--- src/rtl/board_renderer_pkg.sv ---
`default_nettype none
// ============================================================================
// Module      : board_renderer_pkg
// Description : Shared definitions for the Sokoban board renderer.
//               - Sprite id constants shared with sprite_draw and game logic.
//               - 3-bit renderer state encoding.
//               - Screen limits and command field widths.
// Revision    : 1.0 - initial release
// ============================================================================
package board_renderer_pkg;

    typedef enum logic [3:0] {
        SPR_EMPTY       = 4'd0,
        SPR_WALL        = 4'd1,
        SPR_BOX         = 4'd2,
        SPR_GOAL        = 4'd3,
        SPR_PLAYER      = 4'd4,
        SPR_BOX_ON_GOAL = 4'd5
    } sprite_e;

    typedef enum logic [2:0] {
        S_IDLE   = 3'd0,
        S_ADDR   = 3'd1,
        S_RDWAIT = 3'd2,
        S_LATCH  = 3'd3,
        S_REQ    = 3'd4,
        S_WAIT   = 3'd5,
        S_NEXT   = 3'd6,
        S_FIN    = 3'd7
    } state_e;

    localparam int SCREEN_W = 160;
    localparam int SCREEN_H = 120;

    localparam int ADDR_W = 7;
    localparam int X_W    = 8;
    localparam int Y_W    = 7;
    localparam int ID_W   = 4;

    // True when a grid of n tiles of the given edge, starting at org, fits in lim.
    function automatic bit fits_screen(input int org, input int n, input int tile, input int lim);
        return (org + n * tile) <= lim;
    endfunction

endpackage
`default_nettype wire

--- src/rtl/board_renderer_if.sv ---
`default_nettype none
// ============================================================================
// Module      : board_renderer_if
// Description : Bundle of the renderer's control, board-RAM and sprite-draw
//               command signals.
//               master : the renderer (drives busy/frame_done, RAM address,
//                        draw command fields and begin_draw)
//               slave  : the environment (game logic start, RAM data,
//                        drawer draw_done)
// Revision    : 1.0 - initial release
// ============================================================================
interface board_renderer_if;
    import board_renderer_pkg::*;

    logic              start;
    logic              busy;
    logic              frame_done;
    logic [ADDR_W-1:0] board_addr;
    logic [ID_W-1:0]   board_data;
    logic [X_W-1:0]    x_out;
    logic [Y_W-1:0]    y_out;
    logic [ID_W-1:0]   sprite_id_out;
    logic              begin_draw;
    logic              draw_done;

    modport master (
        input  start, board_data, draw_done,
        output busy, frame_done, board_addr, x_out, y_out, sprite_id_out, begin_draw
    );

    modport slave (
        output start, board_data, draw_done,
        input  busy, frame_done, board_addr, x_out, y_out, sprite_id_out, begin_draw
    );

endinterface
`default_nettype wire

--- src/rtl/board_renderer_tile_walker.sv ---
`default_nettype none
// ============================================================================
// Module      : board_renderer_tile_walker
// Description : Row-major tile position tracker for the board renderer.
//               Keeps column/row counters, a linear RAM address and pixel
//               x/y accumulators (adders only). One step per advance_i;
//               stepping past the last tile wraps back to tile (0,0).
// Ports       : clk, resetn   - clock, async active-low reset
//               advance_i     - move to the next tile
//               addr_o        - row*GRID_W+col
//               x_o, y_o      - pixel origin of the current tile
//               last_o        - current tile is (GRID_W-1, GRID_H-1)
// Revision    : 1.0 - initial release
// ============================================================================
module board_renderer_tile_walker
    import board_renderer_pkg::*;
#(
    parameter int GRID_W = 10,
    parameter int GRID_H = 10,
    parameter int TILE   = 12,
    parameter int X_ORG  = 20,
    parameter int Y_ORG  = 0
) (
    input  logic              clk,
    input  logic              resetn,
    input  logic              advance_i,
    output logic [ADDR_W-1:0] addr_o,
    output logic [X_W-1:0]    x_o,
    output logic [Y_W-1:0]    y_o,
    output logic              last_o
);

    localparam int CW = (GRID_W > 1) ? $clog2(GRID_W) : 1;
    localparam int RW = (GRID_H > 1) ? $clog2(GRID_H) : 1;

    localparam logic [CW-1:0]  COL_LAST = CW'(GRID_W - 1);
    localparam logic [RW-1:0]  ROW_LAST = RW'(GRID_H - 1);
    localparam logic [X_W-1:0] X0       = X_W'(X_ORG);
    localparam logic [Y_W-1:0] Y0       = Y_W'(Y_ORG);
    localparam logic [X_W-1:0] STEP_X   = X_W'(TILE);
    localparam logic [Y_W-1:0] STEP_Y   = Y_W'(TILE);

    logic [CW-1:0]     col_q,  col_d;
    logic [RW-1:0]     row_q,  row_d;
    logic [ADDR_W-1:0] addr_q, addr_d;
    logic [X_W-1:0]    x_q,    x_d;
    logic [Y_W-1:0]    y_q,    y_d;

    assign last_o = (col_q == COL_LAST) && (row_q == ROW_LAST);

    always_comb begin
        col_d  = col_q;
        row_d  = row_q;
        addr_d = addr_q;
        x_d    = x_q;
        y_d    = y_q;
        if (advance_i) begin
            if (last_o) begin
                // Wrap so the next frame starts from tile (0,0).
                col_d  = '0;
                row_d  = '0;
                addr_d = '0;
                x_d    = X0;
                y_d    = Y0;
            end else if (col_q == COL_LAST) begin
                col_d  = '0;
                row_d  = row_q + RW'(1);
                addr_d = addr_q + ADDR_W'(1);
                x_d    = X0;
                y_d    = y_q + STEP_Y;
            end else begin
                col_d  = col_q + CW'(1);
                addr_d = addr_q + ADDR_W'(1);
                x_d    = x_q + STEP_X;
            end
        end
    end

    always_ff @(posedge clk or negedge resetn) begin
        if (!resetn) begin
            col_q  <= '0;
            row_q  <= '0;
            addr_q <= '0;
            x_q    <= X0;
            y_q    <= Y0;
        end else begin
            col_q  <= col_d;
            row_q  <= row_d;
            addr_q <= addr_d;
            x_q    <= x_d;
            y_q    <= y_d;
        end
    end

    assign addr_o = addr_q;
    assign x_o    = x_q;
    assign y_o    = y_q;

endmodule
`default_nettype wire

--- src/rtl/board_renderer.sv ---
`default_nettype none
// ============================================================================
// Module      : board_renderer
// Description : Walks the Sokoban board RAM tile by tile and issues one
//               sprite-draw command (x, y, sprite id, begin_draw strobe) per
//               tile, waiting for draw_done before moving on. One full frame
//               per accepted start; frame_done pulses after the last tile.
//               Optional build macro SKIP_EMPTY_EN: tiles whose id is 0
//               (floor) issue no command.
// Ports       : clk, resetn - clock, async active-low reset
//               bus         - board_renderer_if.master (start/busy/
//                             frame_done, board RAM, draw command)
// Revision    : 1.0 - initial release
// ============================================================================
module board_renderer
    import board_renderer_pkg::*;
#(
    parameter int GRID_W = 10,
    parameter int GRID_H = 10,
    parameter int TILE   = 12,
    parameter int X_ORG  = 20,
    parameter int Y_ORG  = 0
) (
    input  logic             clk,
    input  logic             resetn,
    board_renderer_if.master bus
);

    state_e            state_q;
    logic              busy_q;
    logic              frame_done_q;
    logic              begin_draw_q;
    logic [X_W-1:0]    x_q;
    logic [Y_W-1:0]    y_q;
    logic [ID_W-1:0]   sprite_q;

    logic              w_advance;
    logic              w_last;
    logic [ADDR_W-1:0] w_addr;
    logic [X_W-1:0]    w_x;
    logic [Y_W-1:0]    w_y;

    assign w_advance = (state_q == S_NEXT);

    board_renderer_tile_walker #(
        .GRID_W (GRID_W),
        .GRID_H (GRID_H),
        .TILE   (TILE),
        .X_ORG  (X_ORG),
        .Y_ORG  (Y_ORG)
    ) u_walker (
        .clk       (clk),
        .resetn    (resetn),
        .advance_i (w_advance),
        .addr_o    (w_addr),
        .x_o       (w_x),
        .y_o       (w_y),
        .last_o    (w_last)
    );

    // All outputs are registered: strobes are set on the transition into the
    // state they belong to, so they are high exactly while in that state.
    always_ff @(posedge clk or negedge resetn) begin
        if (!resetn) begin
            state_q      <= S_IDLE;
            busy_q       <= 1'b0;
            frame_done_q <= 1'b0;
            begin_draw_q <= 1'b0;
            x_q          <= '0;
            y_q          <= '0;
            sprite_q     <= '0;
        end else begin
            begin_draw_q <= 1'b0;
            frame_done_q <= 1'b0;
            case (state_q)
                S_IDLE: begin
                    if (bus.start) begin
                        state_q <= S_ADDR;
                        busy_q  <= 1'b1;
                    end
                end
                // The address counter is already on board_addr; the RAM
                // samples it here and its output is stable by LATCH.
                S_ADDR:   state_q <= S_RDWAIT;
                S_RDWAIT: state_q <= S_LATCH;
                S_LATCH: begin
                    sprite_q <= bus.board_data;
                    x_q      <= w_x;
                    y_q      <= w_y;
`ifdef SKIP_EMPTY_EN
                    if (bus.board_data == SPR_EMPTY) begin
                        state_q <= S_NEXT;
                    end else begin
                        state_q      <= S_REQ;
                        begin_draw_q <= 1'b1;
                    end
`else
                    state_q      <= S_REQ;
                    begin_draw_q <= 1'b1;
`endif
                end
                // draw_done is deliberately not looked at in REQ.
                S_REQ: state_q <= S_WAIT;
                S_WAIT: begin
                    if (bus.draw_done) begin
                        state_q <= S_NEXT;
                    end
                end
                S_NEXT: begin
                    if (w_last) begin
                        state_q      <= S_FIN;
                        frame_done_q <= 1'b1;
                    end else begin
                        state_q <= S_ADDR;
                    end
                end
                S_FIN: begin
                    state_q <= S_IDLE;
                    busy_q  <= 1'b0;
                end
                default: begin
                    state_q <= S_IDLE;
                    busy_q  <= 1'b0;
                end
            endcase
        end
    end

    assign bus.busy          = busy_q;
    assign bus.frame_done    = frame_done_q;
    assign bus.begin_draw    = begin_draw_q;
    assign bus.board_addr    = w_addr;
    assign bus.x_out         = x_q;
    assign bus.y_out         = y_q;
    assign bus.sprite_id_out = sprite_q;

endmodule
`default_nettype wire

--- src/flat_wrapper.sv ---
// flat-port wrapper written by rule: the top's interface ports become plain ports
module board_renderer_flat import board_renderer_pkg::*;
#(
    parameter int GRID_W = 10,
    parameter int GRID_H = 10,
    parameter int TILE   = 12,
    parameter int X_ORG  = 20,
    parameter int Y_ORG  = 0
)
  (clk, resetn, bus_start, bus_board_data, bus_draw_done, bus_busy, bus_frame_done, bus_board_addr, bus_x_out, bus_y_out, bus_sprite_id_out, bus_begin_draw);
  board_renderer_if bus_i ();
  input  logic clk;
  input  logic resetn;
  input wire logic [$bits(bus_i.start)-1:0] bus_start;
  input wire logic [$bits(bus_i.board_data)-1:0] bus_board_data;
  input wire logic [$bits(bus_i.draw_done)-1:0] bus_draw_done;
  output wire logic [$bits(bus_i.busy)-1:0] bus_busy;
  output wire logic [$bits(bus_i.frame_done)-1:0] bus_frame_done;
  output wire logic [$bits(bus_i.board_addr)-1:0] bus_board_addr;
  output wire logic [$bits(bus_i.x_out)-1:0] bus_x_out;
  output wire logic [$bits(bus_i.y_out)-1:0] bus_y_out;
  output wire logic [$bits(bus_i.sprite_id_out)-1:0] bus_sprite_id_out;
  output wire logic [$bits(bus_i.begin_draw)-1:0] bus_begin_draw;
  assign bus_i.start = bus_start;
  assign bus_i.board_data = bus_board_data;
  assign bus_i.draw_done = bus_draw_done;
  assign bus_busy = bus_i.busy;
  assign bus_frame_done = bus_i.frame_done;
  assign bus_board_addr = bus_i.board_addr;
  assign bus_x_out = bus_i.x_out;
  assign bus_y_out = bus_i.y_out;
  assign bus_sprite_id_out = bus_i.sprite_id_out;
  assign bus_begin_draw = bus_i.begin_draw;
  board_renderer #(.GRID_W(GRID_W), .GRID_H(GRID_H), .TILE(TILE), .X_ORG(X_ORG), .Y_ORG(Y_ORG)) u_core (.clk(clk), .resetn(resetn), .bus(bus_i));
endmodule
--- config.mk ---
export PLATFORM = sky130hd
export DESIGN_NAME = board_renderer_flat
export DESIGN_NICKNAME = d
export VERILOG_FILES = /design/src/rtl/board_renderer_pkg.sv /design/src/rtl/board_renderer_if.sv /design/src/rtl/board_renderer_tile_walker.sv /design/src/rtl/board_renderer.sv /design/src/flat_wrapper.sv
export SDC_FILE = /design/constraint.sdc
export NUM_CORES = 1
export LEC_CHECK = 0
export CAP_MARGIN = 25
export CORE_MARGIN = 4
export CORE_UTILIZATION = 58
export CTS_BUF_LIST = sky130_fd_sc_hd__clkbuf_16
export DETAILED_ROUTE_END_ITERATION = 10
export PLACE_DENSITY_LB_ADDON = 0.1
export SETUP_SLACK_MARGIN = 0.4
export SYNTH_ARGS = -nofsm -noshare
export SYNTH_HDL_FRONTEND = slang
export SYNTH_HIERARCHICAL = 1
export SYNTH_SLANG_ARGS = --single-unit
--- constraint.sdc ---
create_clock -name clk -period 4 [get_ports clk]
set_input_delay 1.2 -clock clk [delete_from_list [all_inputs] [get_ports clk]]
set_output_delay 1.2 -clock clk [all_outputs]
set_load 0.02 [all_outputs]
# Word-level counts from Yosys, hierarchy flattened
# Index checks and enable logic that the tools add are counted.
# totals
romBits	0
reg_bits	55
latch_bits	0
mem_count	0
ram_bits	0
in_bits	8
wordCells	53
output_inout_bits	29
# op_classes
mux	18
mul	0
addsub	5
n_shift	0
order_cmp	0
reduce_logical	7
div	0
n_bitwise	0
eq_ne	11
# ops
cell	n
case mux 3 bit (8 select lines)	1
two-way mux 7 bit	3
two-way mux 4 bit	4
two-way mux 8 bit	2
== test 3 bit (second input constant)	4
two-way mux 3 bit	3
adder 4 x 1 -> 4 bit (second input constant)	2
adder 8 x 4 -> 8 bit (second input constant)	1
== test 4 bit (second input constant)	2
adder 7 x 1 -> 7 bit (second input constant)	1
adder 7 x 4 -> 7 bit (second input constant)	1
== test 3 x 2 -> 1 bit (second input constant)	2
AND reduction 2 bit	3
two-way mux 1 bit	4
!= test 2 bit (second input constant)	2
nonzero test 2 bit	2
== test 3 x 1 -> 1 bit (second input constant)	1
zero test 3 bit	1
case mux 1 bit (2 select lines)	1
logical AND 1 bit	1

# Depth between registers and ports, before layout
# depth
depth_word	4
mapped_depth	6
ltp_nobuf	6

# Modules after synthesis
# The synthesis kept the hierarchy.
# modules_own_cells
module	area_per_inst_um2	cells_per_inst	seq_area_each_um2	n_inst
board_renderer_tile_walker	1380.1	136	653.1	1
board_renderer	1076.0	65	625.6	1

# Least setup slack after synthesis
# No wires, ideal clock.
# synth_path
kind	in2reg
from	input port bus_start
to	register u_core.busy_q (netlist: u_core/bus.busy)
slack_ns	2.304
cell_stages	2
setup_ns	0.124
required_ns	3.876
n_path_buf	0
t_arrival_ns	1.572
cell_sequence	nor4b_1 > a211o_1
# synth_between
elab_chain_cells	2
# synth_lines
element	line_no	text
start, declared	flat_wrapper.sv:14	input wire logic [$bits(bus_i.start)-1:0] bus_start;
!= test 2 bit (no source line)	-	
AND reduction 2 bit (no source line)	-	
end signal, assigned	board_renderer.sv:66	busy_q <= 1'b0;
end signal, assigned	board_renderer.sv:79	busy_q <= 1'b1;
end signal, assigned	board_renderer.sv:119	busy_q <= 1'b0;
end, declared	board_renderer.sv:30	logic busy_q;
# Every way passes these cells.
# A chain may end at the register's enable or synchronous reset.

# Final worst setup path
# layout_path
from	register u_core.u_walker.addr_q[2] (netlist: u_core/u_walker/addr_o[2])
to	output port bus_board_addr[2]
# layout_lines
element	line_no	text
start, declared	board_renderer_tile_walker.sv:45	logic [ADDR_W-1:0] addr_q, addr_d;
start signal, assigned	board_renderer_tile_walker.sv:89	addr_q <= addr_d;
end, declared	flat_wrapper.sv:19	output wire logic [$bits(bus_i.board_addr)-1:0] bus_board_addr;
# No word-level cell between the ends.

==> flow_summary.ini <==
[routing]
drt_wl_total_mm = 4.32
drc = 0
vias = 1613
routedWlPerCell_um = 15.0
ant_nets = 0
drt_iter0_markers = 72
drt_pass1_iterations = 4
vias_per_cell = 5.60

[global_routing]
overflow = 0
grt_pass1_wl_mm = 7.74
grt_usage_pct = 18.5
grt_max_degree = 31
grt_pass1_vias = 1641
antenna_found_initial = 0

[sta]
hold_violations = 0
final.setup.tns_ns = 0
max_slew_margin_pct = 51.8
rsz0062_at_grt = no
setup_viol = 0
post-route-period-util_pct = 63.2
clock_skew_ns = 0.00534
maxSlewViolCount = 0
worst_pin_slew_ns = 0.722
fmax_mhz = 396
period_needed_ns = 2.53

[placed_design]
portBuffers = 36
gp_congestion = 0.738
placed_area_um2 = 2810
post-dp-hpwl_mm = 3.05

[synth]
ys_ff_latch = 51
netlist_instances = 201
ys_types = 46
synth-seq-area-share_pct = 52.1
netlist_area_um2 = 2460
synth_area_per_cell_um2 = 12.2
yosysWarnings = 6

[die]
die_area_um2 = 5340
coreArea_um2 = 4060
ioPinCount = 37
rows = 23
start_util_pct = 60.5
die_h_um = 73.1
fp.dieW_um = 73.1

[cts]
clk_latency_ns = 0.29
cts_htree_levels = 2
cts.sinks = 51
cts_made_buffers = 5
cts_tree = built
clk_transition_reported_paths_ns = 0.06
cts_buffer_depth = 2
post_cts_buffers = 0
cts-hold-fix-buffers = 0
cts_root_buf = clkbuf_16
cts_resized = 0

[pwr]
max-vdd-ir-drop_mv = 0.413
p_int_mw = 1.37
p_clk_share_pct = 19.1
p_leak_nw = 1.37
p_per_area_nw_per_um2 = 703
combPwrFrac_pct = 39.3
p_sw_uw = 702
p_sw_share_pct = 33.9
seqPwrFrac_pct = 41.6

[final_layout]
drive_gt1_share_pct = 15.1
area_growth_pct = 20.1
diodes = 0
nets = 252
final_area_um2 = 2950
fill_cells = 279

[worst_setup_path]
path_buf_inv = 1
crit_required_ns = 2.80
cp_slowest_cell = clkdlybuf4s50_1
worstPathArrival_ns = 1.33
critPathKind = flip-flop to output port
worstPathCellList = clkdlybuf4s50_1
cp-end-kind = output port
startpoint_type = flip-flop
cp_max_fo = 5
crit_family = buffers and inverters
slowest_delay_ns = 0.63

[min_path]
worstHoldPathType = flip-flop to flip-flop

[run_status]
status = completed

[flow_run]
maxCapViolCount = 0
## cell families after synthesis
kind of cell,Yosys count,synth area share [%]
compound gates,41,11.2
xor+xnor,4,1.43
fa+ha+maj,7,3.57
buf+inv,23,5.60
flops,51,52.1
mux,23,13.3
other cells,1,0.153
simple gates,51,12.7
## stage by stage
step | std cells | worst slack (ns) | hold WS, ns | power [mW] | util, %
after global placement | 279 | 1.80 | 0.483 | 1.63 | 68.8
after floorplan | 204 | 2.30 | 0.481 | 1.41 | -
final | 288 | 1.47 | 0.511 | 2.07 | 72.7
after detailed placement | 280 | 1.79 | 0.497 | 1.69 | 69.3
after global routing | 288 | 1.42 | 0.524 | 2.20 | 72.7
after CTS | 288 | 1.47 | 0.516 | 2.10 | 72.7
## cells in the mapped netlist (all sizes together)
library cell / n / area [um2]
o2bb2ai: 1 / 8.76
nor2: 6 / 22.5
nand3b: 8 / 76.3
xnor2: 1 / 8.76
buf: 11 / 92.6
a21oi: 5 / 25.0
mux2i: 3 / 30.0
xor2: 3 / 26.3
nor2b: 2 / 12.5
nand2b: 3 / 18.8
a21o: 1 / 7.51
o211ai: 1 / 7.51
a21boi: 2 / 15.0
or3: 3 / 18.8
or2: 1 / 6.26
o21ai: 16 / 80.1
ha: 7 / 87.6
a211o: 1 / 8.76
inv: 12 / 45.0
o22ai: 5 / 31.3
o22a: 1 / 8.76
a31oi: 2 / 12.5
nand4: 2 / 12.5
o311ai: 3 / 41.3
o2111ai: 1 / 8.76
and4b: 2 / 20.0
a22o: 1 / 8.76
nand3: 3 / 15.0
and3b: 2 / 17.5
dfrtp: 49 / 1230
nand4b: 1 / 8.76
a21bo: 1 / 10.0
dfstp: 2 / 52.6
and2: 1 / 6.26
nand2: 15 / 63.8
mux2: 20 / 297
conb: 1 / 3.75
nor4b: 1 / 8.76
nor3: 1 / 5.00
## layer usage
metal / vias up / track usage, % / wire length, um
met5: - / 0 / 0
met4: 0 / 7.58 / 80
met3: 7 / 3.17 / 194
met2: 37 / 31.7 / 2170
met1: 790 / 23.1 / 1880
li1: 779 / - / -
## flip-flops by register name, summed over array words and instances (netlist names)
name / count
u_core/bus.begin_draw: 1
u_core/u_walker/col_q: 4
u_core/bus.busy: 1
u_core/bus.y_out: 7
u_core/state_q: 3
u_core/u_walker/y_o: 5
u_core/bus.x_out: 8
u_core/u_walker/row_q: 4
u_core/u_walker/x_o: 6
u_core/bus.sprite_id_out: 4
u_core/bus.frame_done: 1
u_core/u_walker/addr_o: 7
## layout by cell type, fill, tap and decap left out, drive strengths merged, types with 6 or more instances in the layout
cell type / count
dfrtp: 49
clkdlybuf4s50: 35
mux2: 20
o21ai: 16
nand2: 15
inv: 13
nand3b: 8
ha: 7
nor2: 6
## power by group through the flow
stage	Clock (mW)	Sequential (mW)	Combinational, mW
detailed placement	0	0.871	0.816
global route	0.425	0.894	0.886
global placement	0	0.852	0.783
finish	0.396	0.862	0.814
floorplan	0	0.938	0.467
CTS	0.406	0.865	0.825
## path summary, 6_finish.rpt
kind                                                       start  slack, ns  cells past startpoint                                  to
min reg2reg                      u_core/bus.y_out[2]$_DFFE_PN0P_       0.51                      1     u_core/bus.y_out[2]$_DFFE_PN0P_
min                              u_core/bus.y_out[2]$_DFFE_PN0P_       0.51                      1     u_core/bus.y_out[2]$_DFFE_PN0P_
min in group asynchronous                                 resetn       0.88                      1     u_core/bus.y_out[1]$_DFFE_PN0P_
max                        u_core/u_walker/addr_o[2]$_DFFE_PN0P_       1.47                      1                   bus_board_addr[2]
max in group asynchronous                                 resetn       2.59                      2  u_core/u_walker/y_o[5]$_DFFE_PN0P_
max reg2reg                        u_core/state_q[1]$_DFFE_PN0P_       1.77                      4  u_core/u_walker/y_o[5]$_DFFE_PN0P_
## area by class of cell
| cell class | count | area (um2) | share of cell area [%] |
|---|---|---|---|
| timing repair buffer | 37 | 375 | 12.7 |
| sequential | 51 | 1280 | 43.4 |
| tap | 50 | 62.6 | 2.12 |
| inverter | 12 | 45.0 | 1.53 |
| clock buffer | 5 | 125 | 4.24 |
| multi-input combinational | 130 | 1050 | 35.6 |
| clock inverter | 3 | 11.3 | 0.382 |
No activity file was read; power rests on OpenSTA's default activity.
